### src/rtl/filter_scan_sequencer.sv
// Walks a latched filter mask in group-major order and streams the index of every set bit.
// Build macro FILTER_SCAN_GROUP_SKIP_EN enables skipping an all-zero group in a single cycle.
module filter_scan_sequencer #(
  parameter int WIDTH = 32,
  parameter int GROUP = 8,
  parameter int IDX_W = $clog2(WIDTH)
) (
  input  logic             clk,
  input  logic             rst,
  input  logic             start_valid,
  output logic             start_ready,
  input  logic [WIDTH-1:0] start_mask,
  input  logic             start_invert,
  output logic             out_valid,
  input  logic             out_ready,
  output logic [IDX_W-1:0] out_index,
  output logic             out_last,
  output logic             busy,
  output logic             done,
  output logic [IDX_W:0]   emit_count
);

  localparam int GROUPS = WIDTH / GROUP;
  localparam int GRP_W  = (GROUPS > 1) ? $clog2(GROUPS) : 1;
  localparam int LANE_W = $clog2(GROUP);
  localparam int CNT_W  = IDX_W + 1;

  typedef enum logic [1:0] {IDLE, SCAN, DONE} state_t;

  state_t            state_q, state_d;
  logic [WIDTH-1:0]  mask_q, mask_d;
  logic [GRP_W-1:0]  group_q, group_d;
  logic [LANE_W-1:0] lane_q, lane_d;
  logic [CNT_W-1:0]  emit_count_q, emit_count_d;

  logic [IDX_W-1:0]  pos;
  logic [WIDTH-1:0]  above;
  logic              bit_set;
  logic              advance;
  logic              last_lane;
  logic              last_group;

  // Mask shifted so bit 0 is the current position; the rest are the bits still ahead.
  assign pos        = IDX_W'(group_q) * IDX_W'(GROUP) + IDX_W'(lane_q);
  assign above      = mask_q >> pos;
  assign bit_set    = above[0];
  assign advance    = !bit_set || out_ready;
  assign last_lane  = (lane_q == LANE_W'(GROUP - 1));
  assign last_group = (group_q == GRP_W'(GROUPS - 1));

`ifdef FILTER_SCAN_GROUP_SKIP_EN
  logic group_empty;
  assign group_empty = (lane_q == '0) && (above[GROUP-1:0] == '0);
`endif

  assign start_ready = (state_q == IDLE);
  assign busy        = (state_q != IDLE);
  assign done        = (state_q == DONE);
  assign out_valid   = (state_q == SCAN) && bit_set;
  assign out_index   = pos;
  assign out_last    = out_valid && (above[WIDTH-1:1] == '0);
  assign emit_count  = emit_count_q;

  always_comb begin
    // NOTE: every _d defaults to its _q first so no path through the case infers a latch.
    state_d      = state_q;
    mask_d       = mask_q;
    group_d      = group_q;
    lane_d       = lane_q;
    emit_count_d = emit_count_q;
    case (state_q)
      IDLE: begin
        if (start_valid) begin
          mask_d       = start_invert ? ~start_mask : start_mask;
          group_d      = '0;
          lane_d       = '0;
          emit_count_d = '0;
          state_d      = SCAN;
        end
      end
      SCAN: begin
        if (out_valid && out_ready) begin
          emit_count_d = emit_count_q + CNT_W'(1);
        end
`ifdef FILTER_SCAN_GROUP_SKIP_EN
        if (group_empty) begin
          group_d = last_group ? '0 : group_q + GRP_W'(1);
          if (last_group) state_d = DONE;
        end else
`endif
        if (advance) begin
          if (last_lane) begin
            lane_d  = '0;
            group_d = last_group ? '0 : group_q + GRP_W'(1);
            if (last_group) state_d = DONE;
          end else begin
            lane_d = lane_q + LANE_W'(1);
          end
        end
      end
      DONE:    state_d = IDLE;
      default: state_d = IDLE;
    endcase
  end

  always_ff @(posedge clk) begin
    // NOTE: non-blocking assignments so every flop samples the same pre-edge values.
    if (rst) begin
      state_q      <= IDLE;
      mask_q       <= '0;
      group_q      <= '0;
      lane_q       <= '0;
      emit_count_q <= '0;
    end else begin
      state_q      <= state_d;
      mask_q       <= mask_d;
      group_q      <= group_d;
      lane_q       <= lane_d;
      emit_count_q <= emit_count_d;
    end
  end

endmodule

### config.mk
export PLATFORM = sky130hd
export DESIGN_NAME = filter_scan_sequencer
export DESIGN_NICKNAME = d
export VERILOG_FILES = /design/src/rtl/filter_scan_sequencer.sv
export SDC_FILE = /design/constraint.sdc
export NUM_CORES = 1
export LEC_CHECK = 0
export CORE_MARGIN = 5
export CORE_UTILIZATION = 49
export DETAILED_ROUTE_END_ITERATION = 8
export PLACE_DENSITY_LB_ADDON = 0.15
export SLEW_MARGIN = 20
export SYNTH_ARGS = -nofsm -noshare
export SYNTH_HDL_FRONTEND = slang
export SYNTH_SLANG_ARGS = --single-unit
### constraint.sdc
create_clock -name clk -period 2.8 [get_ports clk]
set_input_delay 0.56 -clock clk [delete_from_list [all_inputs] [get_ports clk]]
set_output_delay 0.56 -clock clk [all_outputs]
set_load 0.1 [all_outputs]
==> results of run 1 <==
[cell type report]
| cell class | count | area share [%] |
|---|---|---|
| timing repair buffer | 102 | 21.9 |
| inverter | 7 | 0.631 |
| tap | 77 | 2.31 |
| clock inverter | 2 | 0.331 |
| sequential | 45 | 22.0 |
| clock buffer | 6 | 1.98 |
| multi-input combinational | 276 | 50.8 |
[synthesized netlist by cell type (all sizes together), types with 4 or more instances]
cell	count
nor3	8
nand3	11
a21oi	10
ha	4
a21o	5
nand2	13
buf	13
o21ai	5
clkbuf	18
nor2b	10
mux2i	6
mux4	14
xnor2	32
nor2	59
nor4	4
a211oi	37
nand2b	6
o41ai	4
inv	6
dfxtp	45
a2111oi	7
[critical path: cells and delay by family, from the launching register on]
family / cells / cell delay (ps)
AO/OA/AOI/OAI: 2 / 570
buffers and inverters: 1 / 220
flip-flops: 1 / 380
multiplexers: 1 / 510
AND/OR/NAND/NOR: 3 / 930
[per-stage QoR]
step | hold slack [ps] | total power [mW] | setup slack (ps) | TNS [ps] | util, %
after floorplan | 474 | 1.13 | -1230 | -1260 | -
after global placement | 484 | 1.32 | -326 | -326 | 63.3
after detailed placement | 496 | 1.34 | -392 | -392 | 63.3
after CTS | 517 | 1.77 | -678 | -937 | 64.8
after global routing | 542 | 1.88 | -786 | -1330 | 66.0
final | 514 | 1.78 | -685 | -1110 | 66.0
[layer usage]
metal  share of wire [%]  GRT usage [%]  vias to the layer above
met5                   0              0                        -
met4                 2.0           7.20                        0
met3                 4.8           3.67                       15
met2                  48           31.7                       73
met1                  45           25.5                     1388
li1                    -              -                     1489
[power by group through the flow]
| stage | logic (mW) | clock network (mW) | registers [mW] |
|---|---|---|---|
| floorplan | 0.378 | 0 | 0.754 |
| global placement | 0.584 | 0 | 0.740 |
| detailed placement | 0.594 | 0 | 0.742 |
| CTS | 0.599 | 0.444 | 0.729 |
| global route | 0.678 | 0.467 | 0.736 |
| finish | 0.623 | 0.432 | 0.729 |
[cell families (layout without fill, tap and decap cells)]
kind of cell	count (synthesis)	count (layout)	share of synthesized area, %
AND/OR/NAND/NOR	125	125	19.0
multiplexers	22	22	13.2
adder cells (fa/ha/maj)	4	4	1.59
buffers and inverters	38	117	5.88
flip-flops	45	45	28.6
AO/OA/AOI/OAI	92	92	22.5
XOR/XNOR	33	33	9.18
[sequential cells by signal, summed over array words and instances (netlist names)]
register    count
emit_count      6
group_q         2
lane_q          3
mask_q         32
state_q         2
[final timing paths]
| check | to | start | cells after the start |
|---|---|---|---|
| worst min-delay path | emit_count[1] | emit_count[1] | 2 |
| worst max register to register | state_q[0] | lane_q[0] | 11 |
| worst max-delay path | out_last | lane_q[0] | 7 |
| worst min register to register | emit_count[1] | emit_count[1] | 2 |
[timing repair]
action	in CTS	in global routing
pin swaps	1	0
endpoints found under the setup margin	2	2
setup buffers	0	4
gates resized for setup	4	6
cloned	0	1
==> impl_metrics.ini, run 1 <==
[cells_and_area]
multi_input_area_mm2 = 0.00212
layout.cells.most_common = buf_4
fin_area_mm2 = 0.00416
area_delta_synth_final_pct = 32.2
fillers = 549
drive_above_1_share_pct = 24.9
num_antenna_cells = 0
finalNetCount = 478
regArea_um2 = 915
instances_no_fill = 515
mostFrequentLayoutCells = buf_4, nor2_1, dfxtp_1, a211oi_1, clkdlybuf4s50_1

[setup_path]
crit_type = reg -> out
startpoint_type = register
reg2reg_slack_ps = 90
end_kind = output pin
slowest_stage = mux4_2
crit_required_ps = 2240
cpPeakStageDelay_ps = 510
path_cells = mux4_2 -> nor2_2 -> or4b_4 -> a2111oi_4 -> a41oi_2 -> nor4_4 -> buf_12
cp_max_fo = 5
critPathArrivalTime_ps = 2930

[power_and_ir_drop]
p_sw_mw = 0.583
combPwrFrac_pct = 34.9
power_density_mw_per_mm2 = 428
clkPwrFrac_pct = 24.2
switching_share_pct = 32.7
seqPwrFrac_pct = 40.9
power.internal_mw = 1.20
p_leak_nw = 1.58
ir_worst_vdd_v = 0.000316

[sta]
final.setup.worst_slack_ps = -685
rsz0062_at_grt = true
maxSlewViolCount = 0
setup-violations-final = 2
finalCriticalPeriod_ps = 3490
max_freq_ghz = 0.287
relSlewSlack_pct = 59.3
fin_worst_skew_ps = 10.1
finalCritPeriodShare_pct = 124
worst_slew_pin_slew_ps = 611
hold_viol = 0

[yosys]
synthesis.nets = 400
postSynthCellCount = 359
async_flop_share_pct = 0
ys_seq_area_share_pct = 28.6
yosysTopAreaCell = dfxtp_1
synth_ff_type = dfxtp_1
synth_top_area_share_pct = 28.6
synth_area_mm2 = 0.00315
ys.warnings.count = 0
synth_area_per_cell_um2 = 8.77
synth.area.top_cells = dfxtp_1, xnor2_1, a211oi_1
synth_edf_count = 0
ys_types = 59
ys_seq_elements = 45

[clocking]
clockBufferDepth = 2
cts_buffers = 5
clock-sinks = 45
clk_pin_slew_ps = 90
cts_tree = done
cts_max_level = 2
cts_root_buf = clkbuf_8
clock_latency_ps = 310
postCtsHoldBufs = 0

[route]
vias_per_cell = 5.76
ant_nets = 0
vias = 2965
drc_errors = 0
dr.pass1.iters = 4
routed_wl_um = 8050
detail_route.iter0.violations = 189
wl_per_cell_um = 15.6

[floorplanning]
core-area_mm2 = 0.00631
row_count = 29
start_util_pct = 49.9
dieArea_mm2 = 0.00813
dieHeight_um = 90.2
ioPinCount = 53
die_w_um = 90.2

[hold_path]
min_path_type = reg -> reg

[global_route]
grt_antenna_before_repair = 0
grt_pass1_wl_um = 13500
grt_max_degree = 39
overflow = 0
grt_pass1_vias = 2861
grt_usage_pct = 19.4

[placed_design]
placedCellCount = 502
dp_hpwl_um = 5960
place_area_mm2 = 0.00400
portBuffers = 52
gp_congestion = 0.902

[flow_run]
max-cap-violations = 0

[status]
outcome = finished with violations
violations = negative setup slack
Note: power is estimated with default switching activity, not from simulation.
==> run 2: changes to the inputs <==
--- a/config.mk
+++ b/config.mk
@@ -5,8 +5,11 @@
 export SDC_FILE = /design/constraint.sdc
 export NUM_CORES = 1
 export LEC_CHECK = 0
-export CORE_MARGIN = 5
-export CORE_UTILIZATION = 49
+export CELL_PAD_IN_SITES_DETAIL_PLACEMENT = 0
+export CELL_PAD_IN_SITES_GLOBAL_PLACEMENT = 1
+export CORE_MARGIN = 3
+export CORE_UTILIZATION = 37
+export CTS_CLUSTER_SIZE = 40
 export DETAILED_ROUTE_END_ITERATION = 8
 export PLACE_DENSITY_LB_ADDON = 0.15
 export SLEW_MARGIN = 20
==> run 2 against run 1 <==
The run still ends with negative setup slack left. Routed wire length is 2.1% higher. Sequential cell count stayed put. Via count is 0.34% lower. Global-route usage is 2.5 points lower. Power is 0.39% higher. Register-to-register slack better by 70 ps. Maximum frequency is 1.3% higher. Final area is 1.7% higher.
==> impl_metrics.ini, run 2 (synthesis results as in run 1) <==
[cells_and_area]
multi_input_area_mm2 = 0.00212
fin_area_mm2 = 0.00423
instances_no_fill = 545
largest_register = mask_q
layout.cells.most_common = buf_4
num_antenna_cells = 0
drive_above_1_share_pct = 25.5
largest_register_ffs = 32
mostFrequentLayoutCells = buf_4, nor2_1, dfxtp_1, a211oi_1, clkdlybuf4s50_1
fin_util_pct = 51.3
finalNetCount = 480
area_delta_synth_final_pct = 34.4
regArea_um2 = 916
fillers = 820

[setup_path]
cp_max_fo = 5
reg2reg_from = lane_q[0]
crit_type = reg -> out
r2r_cells = 10
end_kind = output pin
reg2reg_slack_ps = 160
crit_required_ps = 2240
crit_start = lane_q[0]
startpoint_type = register
endpoint = out_last
critPathArrivalTime_ps = 2880
r2r-end = state_q[0]

[clocking]
cts_tree = done
clk_pin_slew_ps = 80
clock_latency_ps = 290
clockBufferDepth = 2
postCtsHoldBufs = 0
cts_buffers = 5
clock-sinks = 45
cts_max_level = 2
cts_root_buf = clkbuf_8

[power_and_ir_drop]
p_leak_nw = 1.60
combPwrFrac_pct = 34.4
p_sw_mw = 0.568
ir_worst_vdd_v = 0.000234
switching_share_pct = 31.7
power.internal_mw = 1.22
seqPwrFrac_pct = 40.8
power_density_mw_per_mm2 = 423
clkPwrFrac_pct = 24.8

[sta]
finalCritPeriodShare_pct = 123
rsz0062_at_grt = true
maxSlewViolCount = 0
fin_worst_skew_ps = 5.90
final.setup.worst_slack_ps = -642
finalCriticalPeriod_ps = 3440
setup-violations-final = 2
worst_slew_pin_slew_ps = 705
hold_viol = 0
max_freq_ghz = 0.291
relSlewSlack_pct = 53.0

[global_route]
grt_antenna_before_repair = 0
overflow = 0
grt_pass1_wl_um = 13800
grt_usage_pct = 16.9
grt_max_degree = 67
grt_pass1_vias = 2843

[route]
wl_per_cell_um = 15.1
dr.pass1.iters = 4
ant_nets = 0
detail_route.iter0.violations = 119
routed_wl_um = 8220
vias = 2955
drc_errors = 0
vias_per_cell = 5.42

[flow_run]
max-cap-violations = 0

[floorplanning]
core-area_mm2 = 0.00826
dieArea_mm2 = 0.00966
ioPinCount = 53
die_w_um = 98.3
row_count = 33
dieHeight_um = 98.3
start_util_pct = 38.1

[placed_design]
dp_hpwl_um = 5940
placedCellCount = 534
gp_congestion = 0.843
portBuffers = 52
place_area_mm2 = 0.00406
pre_cts_slack_ps = -384

[status]
outcome = finished with violations
violations = negative setup slack

[hold_path]
min_path_type = reg -> reg
==> run 2: layer usage <==
layer,share of wire [%],wire [um],GRT usage [%]
met1,50,4110,24.4
met2,46,3790,27.3
met3,3.5,284,2.71
met4,0.44,36,2.84
met5,0,0,0
==> run 2: cell type report <==
type,instances,area share (%)
multi-input combinational,276,50.0
timing repair buffer,104,22.2
sequential,45,21.6
tap,105,3.10
clock buffer,7,2.28
inverter,7,0.621
clock inverter,1,0.118
==> run 2: stage by stage <==
step / setup TNS (ps) / hold WS [ps] / power (mW)
floorplan: -1260 / 474 / 1.13
global placement: -698 / 486 / 1.33
detailed placement: -768 / 495 / 1.34
CTS: -1070 / 507 / 1.79
global route: -1070 / 554 / 1.90
finish: -903 / 505 / 1.79
==> run 2: how the worst min path moves through the flow <==
stage	from	endpoint	slack, ps	cells past startpoint
final	mask_q[0]	mask_q[0]	500	2
after global routing	mask_q[14]	mask_q[14]	550	2
after CTS	mask_q[0]	mask_q[0]	510	2
after detailed placement	mask_q[0]	mask_q[0]	490	2
after global placement	emit_count[5]	emit_count[5]	490	1
after floorplan	mask_q[0]	mask_q[0]	470	2
==> run 2: power groups by stage <==
stage                     Sequential [mW]  Combinational [mW]  Clock, mW
final                               0.730               0.617      0.444
after global routing                0.738               0.676      0.487
after CTS                           0.730               0.596      0.465
after detailed placement            0.745               0.593          0
after global placement              0.745               0.589          0
after floorplan                     0.754               0.378          0
==> run 2: repair_timing <==
item,in CTS,in global routing
endpoints found under the setup margin,9,13
cloned,0,1
hold endpoints to repair,0,0
setup buffers,0,2
gates resized for setup,1,13
pin swaps,2,2
==> run 2: critical path, stage by stage (launching register included) <==
cell and delay (ps):
dfxtp_4 390, mux4_2 490, nor2_1 100, or4b_4 480, a2111oi_4 370, a41oi_2 190
nor4_4 350, buf_12 220
==> run 3: changes to the inputs <==
--- a/config.mk
+++ b/config.mk
@@ -5,10 +5,8 @@
 export SDC_FILE = /design/constraint.sdc
 export NUM_CORES = 1
 export LEC_CHECK = 0
-export CELL_PAD_IN_SITES_DETAIL_PLACEMENT = 0
-export CELL_PAD_IN_SITES_GLOBAL_PLACEMENT = 1
 export CORE_MARGIN = 3
-export CORE_UTILIZATION = 37
+export CORE_UTILIZATION = 49
 export CTS_CLUSTER_SIZE = 40
 export DETAILED_ROUTE_END_ITERATION = 8
 export PLACE_DENSITY_LB_ADDON = 0.15
==> run 3 against run 2 <==
The flow still finishes with violations (negative setup slack). Clock-buffer cell count unchanged. Die area down 23%. Critical endpoint unchanged. Critical path depth stayed put. Register-to-register slack hardly changed.
==> impl_metrics.ini, run 3 (synthesis results as in run 1) <==
[status]
outcome = finished with violations
violations = negative setup slack

[floorplanning]
die_w_um = 86.2
start_util_pct = 52.0
dieArea_mm2 = 0.00743
dieHeight_um = 86.2
row_count = 28
ioPinCount = 53
core-area_mm2 = 0.00606

[route]
vias = 2960
drc_errors = 0
ant_nets = 0
vias_per_cell = 5.84
dr.pass1.iters = 4
wl_per_cell_um = 16.0
detail_route.iter0.violations = 134
routed_wl_um = 8130

[cells_and_area]
layout.cells.most_common = nor2_1
drive_above_1_share_pct = 23.8
area_delta_synth_final_pct = 30.7
largest_register_ffs = 32
finalNetCount = 472
instances_no_fill = 507
fin_util_pct = 67.9
fillers = 522
num_antenna_cells = 0
largest_register = mask_q
mostFrequentLayoutCells = nor2_1, buf_4, dfxtp_1, a211oi_1, clkdlybuf4s50_1

[power_and_ir_drop]
ir_worst_vdd_v = 0.000314
combPwrFrac_pct = 34.2
p_sw_mw = 0.576
power_density_mw_per_mm2 = 435
clkPwrFrac_pct = 25.0
seqPwrFrac_pct = 40.7
power.internal_mw = 1.21
p_total_mw = 1.79
p_leak_nw = 1.55
switching_share_pct = 32.2

[global_route]
grt_pass1_vias = 2798
grt_antenna_before_repair = 0
grt_max_degree = 41
overflow = 0
grt_usage_pct = 22.0
grt_pass1_wl_um = 13400

[sta]
fin_worst_skew_ps = 5.87
finalCritPeriodShare_pct = 124
hold_viol = 0
final.setup.worst_slack_ps = -685
final.setup.tns_ps = -932
rsz0062_at_grt = true
setup-violations-final = 2
max_freq_ghz = 0.287
worst_slew_pin_slew_ps = 899
maxSlewViolCount = 0
timing.hold.ws_ps = 516
relSlewSlack_pct = 40.0
finalCriticalPeriod_ps = 3490

[setup_path]
crit_type = reg -> out
slowest_stage = mux4_2
cp_max_fo = 4
reg2reg_slack_ps = 150
reg2reg_from = lane_q[0]
path_buf_inv = 1
r2r_cells = 10
cpPeakStageDelay_ps = 520
startpoint_type = register
crit_required_ps = 2240
critPathArrivalTime_ps = 2930
crit_start = lane_q[0]
end_kind = output pin
path_cells = mux4_2 -> nor2_1 -> or4b_4 -> a2111oi_4 -> a41oi_2 -> nor4_4 -> buf_12
r2r-end = lane_q[0]
crit_family = simple AND/OR/NAND/NOR gates

[clocking]
post_cts_buffers = 0
cts_root_buf = clkbuf_8
clock_latency_ps = 310
clock-sinks = 45
cts_buffers = 5
cts_tree = done
clockBufferDepth = 2
cts_max_level = 2
postCtsHoldBufs = 0
clk_pin_slew_ps = 80

[placed_design]
dp_hpwl_um = 5920
placedCellCount = 498
gp_congestion = 0.943
portBuffers = 52

[hold_path]
min_path_type = reg -> reg
hold_end = emit_count[5]
whs_path_depth = 1
worstHoldStart = emit_count[5]

[flow_run]
max-cap-violations = 0
## run 3: worst max-delay path by stage
| stage | end | slack, ps | cells past startpoint |
|---|---|---|---|
| global route | out_last | -820 | 7 |
| global placement | out_last | -320 | 6 |
| CTS | out_last | -660 | 6 |
| finish | out_last | -690 | 7 |
| detailed placement | out_last | -380 | 8 |
| floorplan | out_last | -1230 | 8 |
## run 3: final cells by class
cell class              count  area [um2]  share of cell area [%]
clock inverters             1        5.00                   0.122
multi-input cells         276        2120                    51.4
repair buffers             96         865                    21.0
inverters                   7        26.3                   0.638
clock buffers               7        96.3                    2.34
flip-flops and latches     45         915                    22.2
well taps                  75        93.8                    2.28
## run 3: what timing repair did
action                                 CTS  global route
setup endpoints to repair                2             3
endpoints found under the hold margin    0             0
cloned                                   0             1
pin swaps                                2             0
resized for setup                        5             4
## run 3: per-layer routing
metal | vias up | global-route usage (%) | share of wire, %
met5 | - | 0 | 0
met4 | 0 | 5.52 | 1.1
met3 | 8 | 4.66 | 3.8
met2 | 64 | 37.7 | 51
met1 | 1414 | 28.4 | 45
li1 | 1474 | - | -
## run 3: per-stage QoR
| step | instance area, um2 | setup WS, ps |
|---|---|---|
| after floorplan | 3210 | -1230 |
| after global placement | 3980 | -317 |
| after detailed placement | 3980 | -376 |
| after CTS | 4080 | -658 |
| after global routing | 4120 | -820 |
| final | 4120 | -685 |
## run 3: power by group through the flow
stage          clock (mW)  combinational, mW  sequential [mW]
2_1_floorplan           0              0.378            0.754
3_3_place_gp            0              0.580            0.739
3_5_place_dp            0              0.593            0.742
4_1_cts             0.463              0.597            0.727
5_1_grt             0.491              0.666            0.736
6_report            0.448              0.612            0.729
## run 3: worst reg2reg max path, cell delays in order, from the launching register on
cell       delay, ps
dfxtp_4          380
buf_4            160
buf_12           170
mux4_2           560
nand2_1          100
nand2_2           70
a2111oi_4        330
buf_4            190
buf_4            190
nor2_1           110
o2bb2ai_1        280
